[src/rtl/vram_write_router.sv]
// Decodes host writes into NUM_REGIONS VRAM windows; writes to deferred
// windows are queued and only drained while vblank is high.
module vram_write_router #(
    parameter int ADDR_W = 12,
    parameter int DATA_W = 32,
    parameter int NUM_REGIONS = 5,
    parameter logic [NUM_REGIONS*ADDR_W-1:0] REGION_BASE =
        {12'hE00, 12'hC00, 12'h800, 12'h400, 12'h000},
    parameter logic [NUM_REGIONS*ADDR_W-1:0] REGION_SIZE =
        {12'h200, 12'h200, 12'h400, 12'h400, 12'h400},
    parameter logic [NUM_REGIONS-1:0] DEFER_MASK = 5'b11000,
    parameter int FIFO_DEPTH = 8
) (
    input  logic                          clk,
    input  logic                          reset_n,
    input  logic                          chip_select,
    input  logic                          write,
    input  logic [ADDR_W-1:0]             address,
    input  logic [DATA_W-1:0]             writedata,
    output logic                          waitrequest,
    input  logic                          vblank,
    output logic [NUM_REGIONS-1:0]        mem_we,
    output logic [ADDR_W-1:0]             mem_addr,
    output logic [DATA_W-1:0]             mem_wdata,
    output logic [$clog2(FIFO_DEPTH):0]   fifo_level,
    output logic [15:0]                   miss_count
);

    localparam int IDX_W = (NUM_REGIONS > 1) ? $clog2(NUM_REGIONS) : 1;
    localparam int PTR_W = $clog2(FIFO_DEPTH);
    localparam int LVL_W = PTR_W + 1;
    localparam int ENT_W = IDX_W + ADDR_W + DATA_W;

    logic              hit;
    logic [IDX_W-1:0]  hit_idx;
    logic [ADDR_W-1:0] hit_off;
    logic [ADDR_W:0]   win_lo;
    logic [ADDR_W:0]   win_hi;

    // Walk downwards so the lowest matching index is the one that sticks.
    always_comb begin
        hit     = 1'b0;
        hit_idx = '0;
        hit_off = '0;
        win_lo  = '0;
        win_hi  = '0;
        for (int i = NUM_REGIONS - 1; i >= 0; i--) begin
            win_lo = {1'b0, REGION_BASE[i*ADDR_W +: ADDR_W]};
            win_hi = win_lo + {1'b0, REGION_SIZE[i*ADDR_W +: ADDR_W]};
            if ({1'b0, address} >= win_lo && {1'b0, address} < win_hi) begin
                hit     = 1'b1;
                hit_idx = IDX_W'(i);
                hit_off = address - win_lo[ADDR_W-1:0];
            end
        end
    end

    logic [ENT_W-1:0]       fifo_mem [FIFO_DEPTH];
    logic [PTR_W-1:0]       wr_ptr_q, wr_ptr_d;
    logic [PTR_W-1:0]       rd_ptr_q, rd_ptr_d;
    logic [LVL_W-1:0]       level_q, level_d;
    logic [NUM_REGIONS-1:0] mem_we_q, mem_we_d;
    logic [ADDR_W-1:0]      mem_addr_q, mem_addr_d;
    logic [DATA_W-1:0]      mem_wdata_q, mem_wdata_d;
    logic [15:0]            miss_count_q, miss_count_d;

    logic             req, defer_hit, full, empty;
    logic             accept, direct, push, pop, miss;
    logic [ENT_W-1:0] head;
    logic [IDX_W-1:0] head_idx;
    logic [ADDR_W-1:0] head_off;
    logic [DATA_W-1:0] head_data;

    assign req       = chip_select & write;
    assign defer_hit = hit & DEFER_MASK[hit_idx];
    assign full      = (level_q == LVL_W'(FIFO_DEPTH));
    assign empty     = (level_q == '0);
    // A pop in the same cycle deliberately does not relieve backpressure.
    assign waitrequest = req & defer_hit & full;
    assign accept    = req & ~waitrequest;
    assign direct    = accept & hit & ~defer_hit;
    assign push      = accept & defer_hit;
    assign miss      = accept & ~hit;
    assign pop       = vblank & ~empty & ~direct;

    assign head = fifo_mem[rd_ptr_q];
    assign {head_idx, head_off, head_data} = head;

    always_comb begin
        mem_we_d     = '0;
        mem_addr_d   = mem_addr_q;
        mem_wdata_d  = mem_wdata_q;
        wr_ptr_d     = wr_ptr_q + PTR_W'(push);
        rd_ptr_d     = rd_ptr_q + PTR_W'(pop);
        level_d      = level_q + LVL_W'(push) - LVL_W'(pop);
        miss_count_d = miss_count_q;
        if (direct) begin
            mem_we_d    = NUM_REGIONS'(1) << hit_idx;
            mem_addr_d  = hit_off;
            mem_wdata_d = writedata;
        end else if (pop) begin
            mem_we_d    = NUM_REGIONS'(1) << head_idx;
            mem_addr_d  = head_off;
            mem_wdata_d = head_data;
        end
        if (miss && miss_count_q != 16'hFFFF)
            miss_count_d = miss_count_q + 16'd1;
    end

    always_ff @(posedge clk) begin
        if (push)
            fifo_mem[wr_ptr_q] <= {hit_idx, hit_off, writedata};
    end

    always_ff @(posedge clk or negedge reset_n) begin
        if (!reset_n) begin
            wr_ptr_q     <= '0;
            rd_ptr_q     <= '0;
            level_q      <= '0;
            mem_we_q     <= '0;
            mem_addr_q   <= '0;
            mem_wdata_q  <= '0;
            miss_count_q <= '0;
        end else begin
            wr_ptr_q     <= wr_ptr_d;
            rd_ptr_q     <= rd_ptr_d;
            level_q      <= level_d;
            mem_we_q     <= mem_we_d;
            mem_addr_q   <= mem_addr_d;
            mem_wdata_q  <= mem_wdata_d;
            miss_count_q <= miss_count_d;
        end
    end

    assign mem_we     = mem_we_q;
    assign mem_addr   = mem_addr_q;
    assign mem_wdata  = mem_wdata_q;
    assign fifo_level = level_q;
    assign miss_count = miss_count_q;

endmodule
[config.mk]
export PLATFORM = sky130hd
export DESIGN_NAME = vram_write_router
export DESIGN_NICKNAME = d
export VERILOG_FILES = /design/src/rtl/vram_write_router.sv
export SDC_FILE = /design/constraint.sdc
export NUM_CORES = 1
export LEC_CHECK = 0
export ABC_AREA = 1
export BUFFER_PORTS_ARGS = -buffer_cell sky130_fd_sc_hd__buf_2
export CAP_MARGIN = 20
export CORE_MARGIN = 2
export CORE_UTILIZATION = 60
export DETAILED_ROUTE_END_ITERATION = 6
export GPL_TIMING_DRIVEN = 0
export PLACE_DENSITY = 0.81
export SLEW_MARGIN = 20
export SYNTH_ARGS = -nofsm -noshare
export SYNTH_HDL_FRONTEND = slang
export SYNTH_SLANG_ARGS = --single-unit
[constraint.sdc]
create_clock -name clk -period 8.03 [get_ports clk]
set_input_delay 0.803 -clock clk [delete_from_list [all_inputs] [get_ports clk]]
set_output_delay 0.803 -clock clk [all_outputs]
set_load 0.02 [all_outputs]
======== Word-level counts from Yosys, hierarchy flattened ========
Memory sizes are Yosys's and may differ from the RTL's.
Index checks and enable logic that the tools add are counted.
W data, S select, Z words.
word-level totals
  memories ................................ 2
  bits of input ports ..................... 49
  bits in registers ....................... 75
  RAM bits ................................ 376
  ROM bits ................................ 8
memories
  name             words  bits a word  read ports  clocked after memory_dff  write ports  RTL line  RTL
  fifo_mem         8      47           1           0                         1            58        logic [ENT_W-1:0] fifo_mem [FIFO_DEPTH];
  (no name shown)  8      1            1           0                         0            75        assign defer_hit = hit & DEFER_MASK[hit_idx];
operators by class
  $add $sub $neg .......................... 9
  $lt $le $gt $ge ......................... 9
  reductions and logical operators ........ 6
  shift-type cells ........................ 2
  mux-type cells .......................... 24
  bitwise operators ....................... 16
  eq/ne operators ......................... 2
operator list
  cell                      number
  $mux W12                  7
  $mux W32                  2
  $ge A12 B12 Y1 const B    3
  $lt A12 B12 Y1 const B    3
  $sub A12 B12 Y12 const B  3
  $add A16 B1 Y16 const B   1
  $ne A16 B16 Y1 const B    1
  $mux W3                   5
  $ge A12 B11 Y1 const B    1
  $lt A12 B11 Y1 const B    1
  $sub A12 B11 Y12 const B  1
  $and A1 B1 Y1             11
  $mux W5                   2
  $shl A1 B3 Y5 const A     2
  $mux W1                   8
  $add A3 B1 Y3             2
  $not A1 Y1                5
  $add A4 B1 Y4             1
  $eq A4 B4 Y1 const B      1
  $logic_and A1 B1 Y1       4
  $logic_not A4 Y1          1
  $lt A3 B4 Y1 const B      1
  $sub A4 B1 Y4             1
  $reduce_bool A2 Y1        1

======== Longest topological paths before layout ========
Gate-level depths: netlist of the first run.
  word-level depth ........................ 19
  gate-level depth with buffers ........... 18
  gate-level depth less buffers ........... 17

======== Worst setup path before layout of the first run ========
OpenSTA, ideal clock, no wires.
  kind .................................... input -> register
  from .................................... in address[11]
  to ...................................... mem fifo_mem[0][0] (netlist name) (enable)
  arrival time ............................ 4,027 ps
  setup slack ............................. 3,552 ps
  cell stages on the path ................. 10
  data required time ...................... 7,578 ps
  cells stage by stage .................... buf_4 > inv_1 > ha_1 > inv_2 > nand2_1 > a21oi_2 > nand2_2 > nand2_1 > nand3_1 > nor2_1
between the ends
  cells in the longest elaborated chain, start to end .. 16
ends and longest elaborated chain
  element                                           RTL line  RTL
  start: declaration                                18        input logic [ADDR_W-1:0] address,
  $ge A12 B12 Y1 or $lt A12 B12 Y1 (tied branches)  50        if ({1'b0, address} >= win_lo && {1'b0, address} < win_hi) begin
  $logic_and A1 B1 Y1                               50
  $mux W3 (3 in a row)                              50
  $mux W3 *                                         50
  named net hit_idx[1]                              35        logic [IDX_W-1:0] hit_idx;
  $mem_v2 Z8 W1 *                                   n/a
  $mux W1 (implied by the code) *                   75
  $and A1 B1 Y1 *                                   75
  $and A1 B1 Y1 (2 in a row)                        79        assign waitrequest = req & defer_hit & full;
  $not A1 Y1                                        80        assign accept = req & ~waitrequest;
  $and A1 B1 Y1                                     80
  $and A1 B1 Y1 *                                   82        assign push = accept & defer_hit;
  $mux W1 *                                         111       if (push)
  $mux W1 (implied by the code) *                   112       fifo_mem[wr_ptr_q] <= {hit_idx, hit_off, writedata};
  end: declaration                                  58
Mark *: on every way through the listed nets, which the timed path passes. The rest lies on a longest branch. The select of a mux whose other input is x is not followed.

======== Worst setup path after layout of the first run ========
  from .................................... in address[11]
  to ...................................... mem fifo_mem[7][25] (netlist name) (enable)
The elaborated chain is that of the path after synthesis.

==> impl_metrics.csv, run 1 <==
group,metric,value,unit
final_layout,fin_util,70.85,%
worst_setup_path,reg2reg_depth,11,
clock_tree,cts-resized-gates,0,
place,dpl.hpwl,31.36,mm
worst_setup_path,reg2reg_to,"fifo_mem[7][25]",
synth,syn_nets,1661,
grt,grt_max_degree,51,
final_layout,area_growth,16.29,%
worst_setup_path,reg2reg_from,"fifo_level[2]",
place,numPortBuffers,118,
die,chipWidth,180.2,um
worst_setup_path,crit_fanout,19,
synth,synth_cell_type_count,38,
run,cap_violations,0,
routing,initialDrtViolationCount,1938,
timing,max_slew_margin,51.88,%
die,die_h,180.2,um
timing,setup_viol,0,
synth,ys.flop_type,"edfxtp_1",
routing,drt_pass1_iterations,6,
clock_tree,insertion_delay,0.55,ns
timing,finalCritPeriodShare,44.17,%
grt,antenna_found_initial,2,
clock_tree,root_buffer,"clkbuf_16",
worst_setup_path,worst_ep_arrival_time,3.79,ns
pwr,irDropWorstVdd,0.0002114,V
final_layout,drive_gt1_share,16.15,%
timing,rsz0062_at_grt,"false",
timing,timing.final.max_slew_violations,0,
timing,tightest_slew,0.7218,ns
worst_setup_path,crit_path_start_kind,"input port",
clock_tree,numCtsBuffers,45,
die,std_cell_rows,64,
routing,drc_errors,0,
timing,final.setup.tns,0,ns
timing,max_freq,281.9,MHz
synth,synthCells,1594,
timing,fin_ws,4.483,ns
grt,grt.overflow.total,0,
clock_tree,cts_tree,"done",
die,start_util,60.93,%
synth,synthMostInstantiatedCell,"edfxtp_1",
synth,synth-edff-count,376,
clock_tree,htree_levels,2,
place,preCtsSetupSlack,3.995,ns
routing,vias,13590,
final_layout,nets,1844,
timing,hold_viol,0,
hold_path,hp-class,"input port to async pin",
synth,synth_common_cells,"edfxtp_1, nand2_1, nor2_1",
worst_setup_path,worst_setup_path_end_kind,"register",
routing,vias_per_cell,6.147,
worst_setup_path,crit_type,"input port to register",
grt,grt_pass1_wl,74.80,mm
pwr,cellPowerDensity,337.1,mW/mm2
synth,seq_area_frac_synth,70.65,%
grt,grt_usage,30.11,%
routing,routedWlPerCell,22.31,um
pwr,leakage,8.211,nW
synth,ys_async_sr_fraction,16.63,%
grt,grt_pass1_vias,13520,
die,core,0.03059,mm2
synth,yosysWarningCount,0,
timing,clock_skew,0.01218,ns
synth,synth_area_per_cell,11.69,um2
worst_setup_path,critical_path_required,8.28,ns
clock_tree,clkSinkCount,451,
die,dieArea,0.03249,mm2
timing,fin_hold_ws,0.3060,ns
clock_tree,clk_pin_slew_worst_paths,0.06,ns
timing,period_minus_slack,3.547,ns
clock_tree,clock_path_buffers,3,
routing,routed_wl,49.34,mm
synth,synth_area,0.01864,mm2
worst_setup_path,r2r_slack,5.24,ns
place,gp_congestion,0.8192,
clock_tree,cts_hold_buf,0,
synth,ys_seq_elements,451,
synth,yosys-top-cells-area,"edfxtp_1, dfrtp_1, nand2_1",
run_status,status,"completed",
synth,synth.largest_area_cell,"edfxtp_1",
routing,antenna_left,0,
clock_tree,postCtsSetupBuffers,0,
synth,synth.top_cell.area_share,60.58,%
die,io_pins,119,
[logic make-up (layout without fill, tap and decap cells)]
group | count (synthesis) | in the layout | synth area share [%]
DFF | 451 | 451 | 70.65
buffers and inverters | 139 | 359 | 3.726
adders and majority gates | 18 | 18 | 1.249
AOI/OAI and AO/OA | 294 | 294 | 8.909
and+or+nand+nor | 674 | 674 | 14.62
xor gates and xnor gates | 18 | 18 | 0.8459
other | 0 | 1 | 0
[stage by stage]
step / instances / instance area (um2) / total power, W
final: 2211 / 21670 / 0.007307
after global routing: 2211 / 21670 / 0.007613
after CTS: 2210 / 21670 / 0.007260
after detailed placement: 2126 / 20210 / 0.005204
after global placement: 2108 / 19720 / 0.005093
after floorplan: 1594 / 18640 / 0.004351
[critical path: stages]
cell and delay [ns]:
buf_2 0.10, buf_4 0.17, inv_1 0.11, ha_1 0.25, inv_2 0.11, nand2_1 0.07
a21oi_2 0.37, nand2_2 0.12, nand2_1 0.19, nand3_1 0.38, nor2_4 0.64, buf_16 0.24
buf_12 0.21
[layout by cell type, fill, tap and decap left out, drive strengths merged]
cell,n
nand4,15
edfxtp,376
buf,196
nor2,272
or2,1
clkinvlp,2
a21oi,2
ha,17
o21ai,202
dfrtp,75
fa,1
nand2,303
xor2,8
inv,47
o211ai,25
nor3,4
o22ai,61
bufinv,3
a21boi,1
o21bai,1
o21a,1
clkbuf,93
clkinv,18
a31oi,1
xnor2,10
nand3,79
diode,1
[layout make-up]
type | count | area (um2)
Tap cell | 396 | 495.5
Multi-Input combinational cell | 1004 | 4835
Clock buffer | 62 | 1272
Inverter | 48 | 185.2
Antenna cell | 1 | 2.502
Fill cell | 1990 | 8917
Clock inverter | 22 | 183.9
Sequential cell | 451 | 13170
Buffer | 91 | 509.2
Timing Repair Buffer | 136 | 1021
[worst max-delay path by stage]
stage,from,end
4_1_cts,address[11],fifo_mem[7][25]
3_5_place_dp,address[11],fifo_mem[6][23]
2_1_floorplan,address[11],fifo_mem[0][0]
3_3_place_gp,address[11],fifo_mem[3][18]
5_1_grt,address[11],fifo_mem[7][40]
6_report,address[11],fifo_mem[7][25]
[flip-flops by register name, summed over array words and instances (netlist names)]
| register | count |
|---|---|
| fifo_level | 4 |
| mem_wdata | 32 |
| wr_ptr_q | 3 |
| miss_count | 16 |
| mem_addr | 12 |
| rd_ptr_q | 3 |
| fifo_mem | 376 |
| mem_we | 5 |
[layer usage]
metal | up-vias | share of wire [%] | global-route usage [%] | routed length (um)
met1 | 6455 | 36 | 39.70 | 17910
li1 | 5978 | - | - | -
met5 | - | 0.028 | 0 | 14
met3 | 158 | 12 | 6.043 | 6043
met4 | 2 | 3.9 | 13.52 | 1942
met2 | 999 | 47 | 48.95 | 23420
[where the power goes]
group	internal (W)	switching (W)	leakage, nW
combinational	0.000721	0.00171	3.16
clock	0.00121	0.000864	0.712
sequential	0.00270	0.000105	4.34
total	0.00462	0.00268	8.21
Note: power is estimated with default switching activity, not from simulation.
==> run 2: changes to the inputs <==
--- a/config.mk
+++ b/config.mk
@@ -9,10 +9,10 @@
 export BUFFER_PORTS_ARGS = -buffer_cell sky130_fd_sc_hd__buf_2
 export CAP_MARGIN = 20
 export CORE_MARGIN = 2
-export CORE_UTILIZATION = 60
+export CORE_UTILIZATION = 55
 export DETAILED_ROUTE_END_ITERATION = 6
 export GPL_TIMING_DRIVEN = 0
-export PLACE_DENSITY = 0.81
+export PLACE_DENSITY = 0.78
 export SLEW_MARGIN = 20
 export SYNTH_ARGS = -nofsm -noshare
 export SYNTH_HDL_FRONTEND = slang
==> constraint.sdc (replaced) <==
create_clock -name clk -period 2.9 [get_ports clk]
set_input_delay 0.29 -clock clk [delete_from_list [all_inputs] [get_ports clk]]
set_output_delay 0.29 -clock clk [all_outputs]
set_load 0.02 [all_outputs]
==> impl_metrics.csv, run 2 (synthesized netlist as in run 1, its figures left out) <==
group,metric,value,unit
run_status,status,"completed",
clock_tree,root_buffer,"clkbuf_16",
timing,finalCritPeriodShare,94.43,%
die,die_h,188.1,um
grt,grt_usage,27.70,%
final_layout,nets,1867,
clock_tree,htree_levels,2,
grt,grt_max_degree,47,
final_layout,multi_input_area,0.004850,mm2
timing,clock_skew,0.01123,ns
grt,grt.overflow.total,0,
place,preCtsSetupSlack,-0.6118,ns
timing,tightest_slew,0.8789,ns
pwr,cellPowerDensity,905.2,mW/mm2
run,cap_violations,0,
worst_setup_path,critical_path_required,3.32,ns
die,dieArea,0.03537,mm2
timing,timing.final.max_slew_violations,0,
routing,antenna_left,0,
die,std_cell_rows,67,
routing,drc_errors,0,
grt,grt_pass1_vias,13120,
timing,period_minus_slack,2.738,ns
routing,initialDrtViolationCount,1631,
pwr,clock_power_share,27.1,%
die,core,0.03345,mm2
routing,vias,13470,
timing,max_slew_margin,41.28,%
die,io_pins,119,
pwr,seq_power_share,39.1,%
grt,antenna_found_initial,0,
pwr,swShare,36.96,%
pwr,p_sw,0.007328,W
final_layout,nFillCells,2356,
place,place_area,0.02031,mm2
worst_setup_path,crit_path_start_kind,"input port",
routing,routedWlPerCell,21.46,um
final_layout,largest_register,"fifo_mem",
die,chipWidth,188.1,um
routing,vias_per_cell,5.900,
timing,fin_hold_ws,0.007910,ns
worst_setup_path,crit_type,"input port to register",
die,start_util,55.72,%
clock_tree,insertion_delay,0.54,ns
pwr,leakage,8.287,nW
clock_tree,clock_path_buffers,3,
pwr,p_total,0.01983,W
timing,fin_ws,0.1616,ns
worst_setup_path,worst_setup_path_end_kind,"register",
final_layout,fin_area,0.02190,mm2
place,dpl.cell_count,2178,
hold_path,hp-class,"input port to register",
final_layout,drive_gt1_share,16.64,%
grt,grt_pass1_wl,74.65,mm
final_layout,largest_reg_flops,376,
place,dpl.hpwl,31.55,mm
final_layout,fin_cells,2283,
final_layout,seqCellArea,0.01317,mm2
clock_tree,numCtsBuffers,45,
final_layout,final_common_cell,"edfxtp_1",
place,numPortBuffers,118,
timing,hold_viol,0,
final_layout,area_growth,17.52,%
pwr,internal_power,0.01250,W
pwr,comb_power_share,33.9,%
pwr,irDropWorstVdd,0.0005576,V
final_layout,layout_common_cells,"edfxtp_1, nand2_1, nor2_1, o21ai_0, buf_2",
clock_tree,clkSinkCount,451,
clock_tree,clk_pin_slew_worst_paths,0.06,ns
timing,max_freq,365.2,MHz
routing,routed_wl,49.00,mm
worst_setup_path,crit_fanout,11,
timing,setup_viol,0,
place,gp_congestion,0.8777,
clock_tree,cts_tree,"done",
routing,drt_pass1_iterations,6,
worst_setup_path,worst_ep_arrival_time,3.16,ns
## run 2: area by class of cell
| type | count | area share (%) |
|---|---|---|
| antenna | 2 | 0.02285 |
| buffer | 91 | 2.325 |
| clock buffer | 63 | 5.587 |
| clock inverter | 17 | 0.4913 |
| inverter | 48 | 0.8455 |
| multi-input combinational | 1004 | 22.14 |
| sequential | 451 | 60.12 |
| tap | 448 | 2.559 |
| timing repair buffer | 159 | 5.907 |
## run 2: repair_timing
action	CTS	global route
pin swaps	2	6
setup buffers	2	18
hold endpoints to repair	31	0
setup endpoints to repair	35	193
resized for setup	0	2
hold buffers	3	0
## run 2: through the flow
step                setup TNS (ns)  util (%)
detailed placement         -133.15     60.72
finish                           0     65.48
global route              -0.02925     65.47
floorplan                  -132.47         -
global placement           -657.52     59.22
CTS                              0     64.83
## run 2: critical path: stages
cell      delay [ns]
buf_2           0.12
buf_4           0.19
inv_1           0.11
ha_1            0.24
inv_2           0.12
nand2_1         0.10
a21oi_4         0.18
nand2_2         0.09
nand3_2         0.10
buf_6           0.17
nand2_4         0.10
clkinv_4        0.09
buf_6           0.19
ha_1            0.26
inv_1           0.07
ha_1            0.16
inv_1           0.06
fa_1            0.37
xnor2_1         0.13
## run 2: final timing paths
check | startpoint | endpoint | slack [ns] | depth (start not counted)
worst min-delay path | address[4] | mem_addr[4] | 0.008 | 3
max in group asynchronous | reset_n | mem_wdata[18] | 2.03 | 3
worst max register to register | fifo_level[2] | fifo_level[2] | 0.18 | 14
min in group asynchronous | reset_n | miss_count[3] | 0.23 | 2
worst max-delay path | address[11] | fifo_level[2] | 0.16 | 19
worst min register to register | mem_wdata[18] | mem_wdata[18] | 0.47 | 2
## run 2: power groups by stage
stage	sequential, W	combinational [W]	clock [W]
after floorplan	0.00829	0.00376	0
after global placement	0.00786	0.00629	0
after detailed placement	0.00787	0.00653	0
after CTS	0.00775	0.00661	0.00538
after global routing	0.00779	0.00730	0.00564
final	0.00775	0.00671	0.00536
## run 2: layer usage
| layer | track usage (%) | wire length [um] |
|---|---|---|
| met2 | 45.12 | 23310 |
| met3 | 5.166 | 5110 |
| met4 | 9.933 | 1573 |
| met5 | 0 | 0 |
| met1 | 37.60 | 19010 |
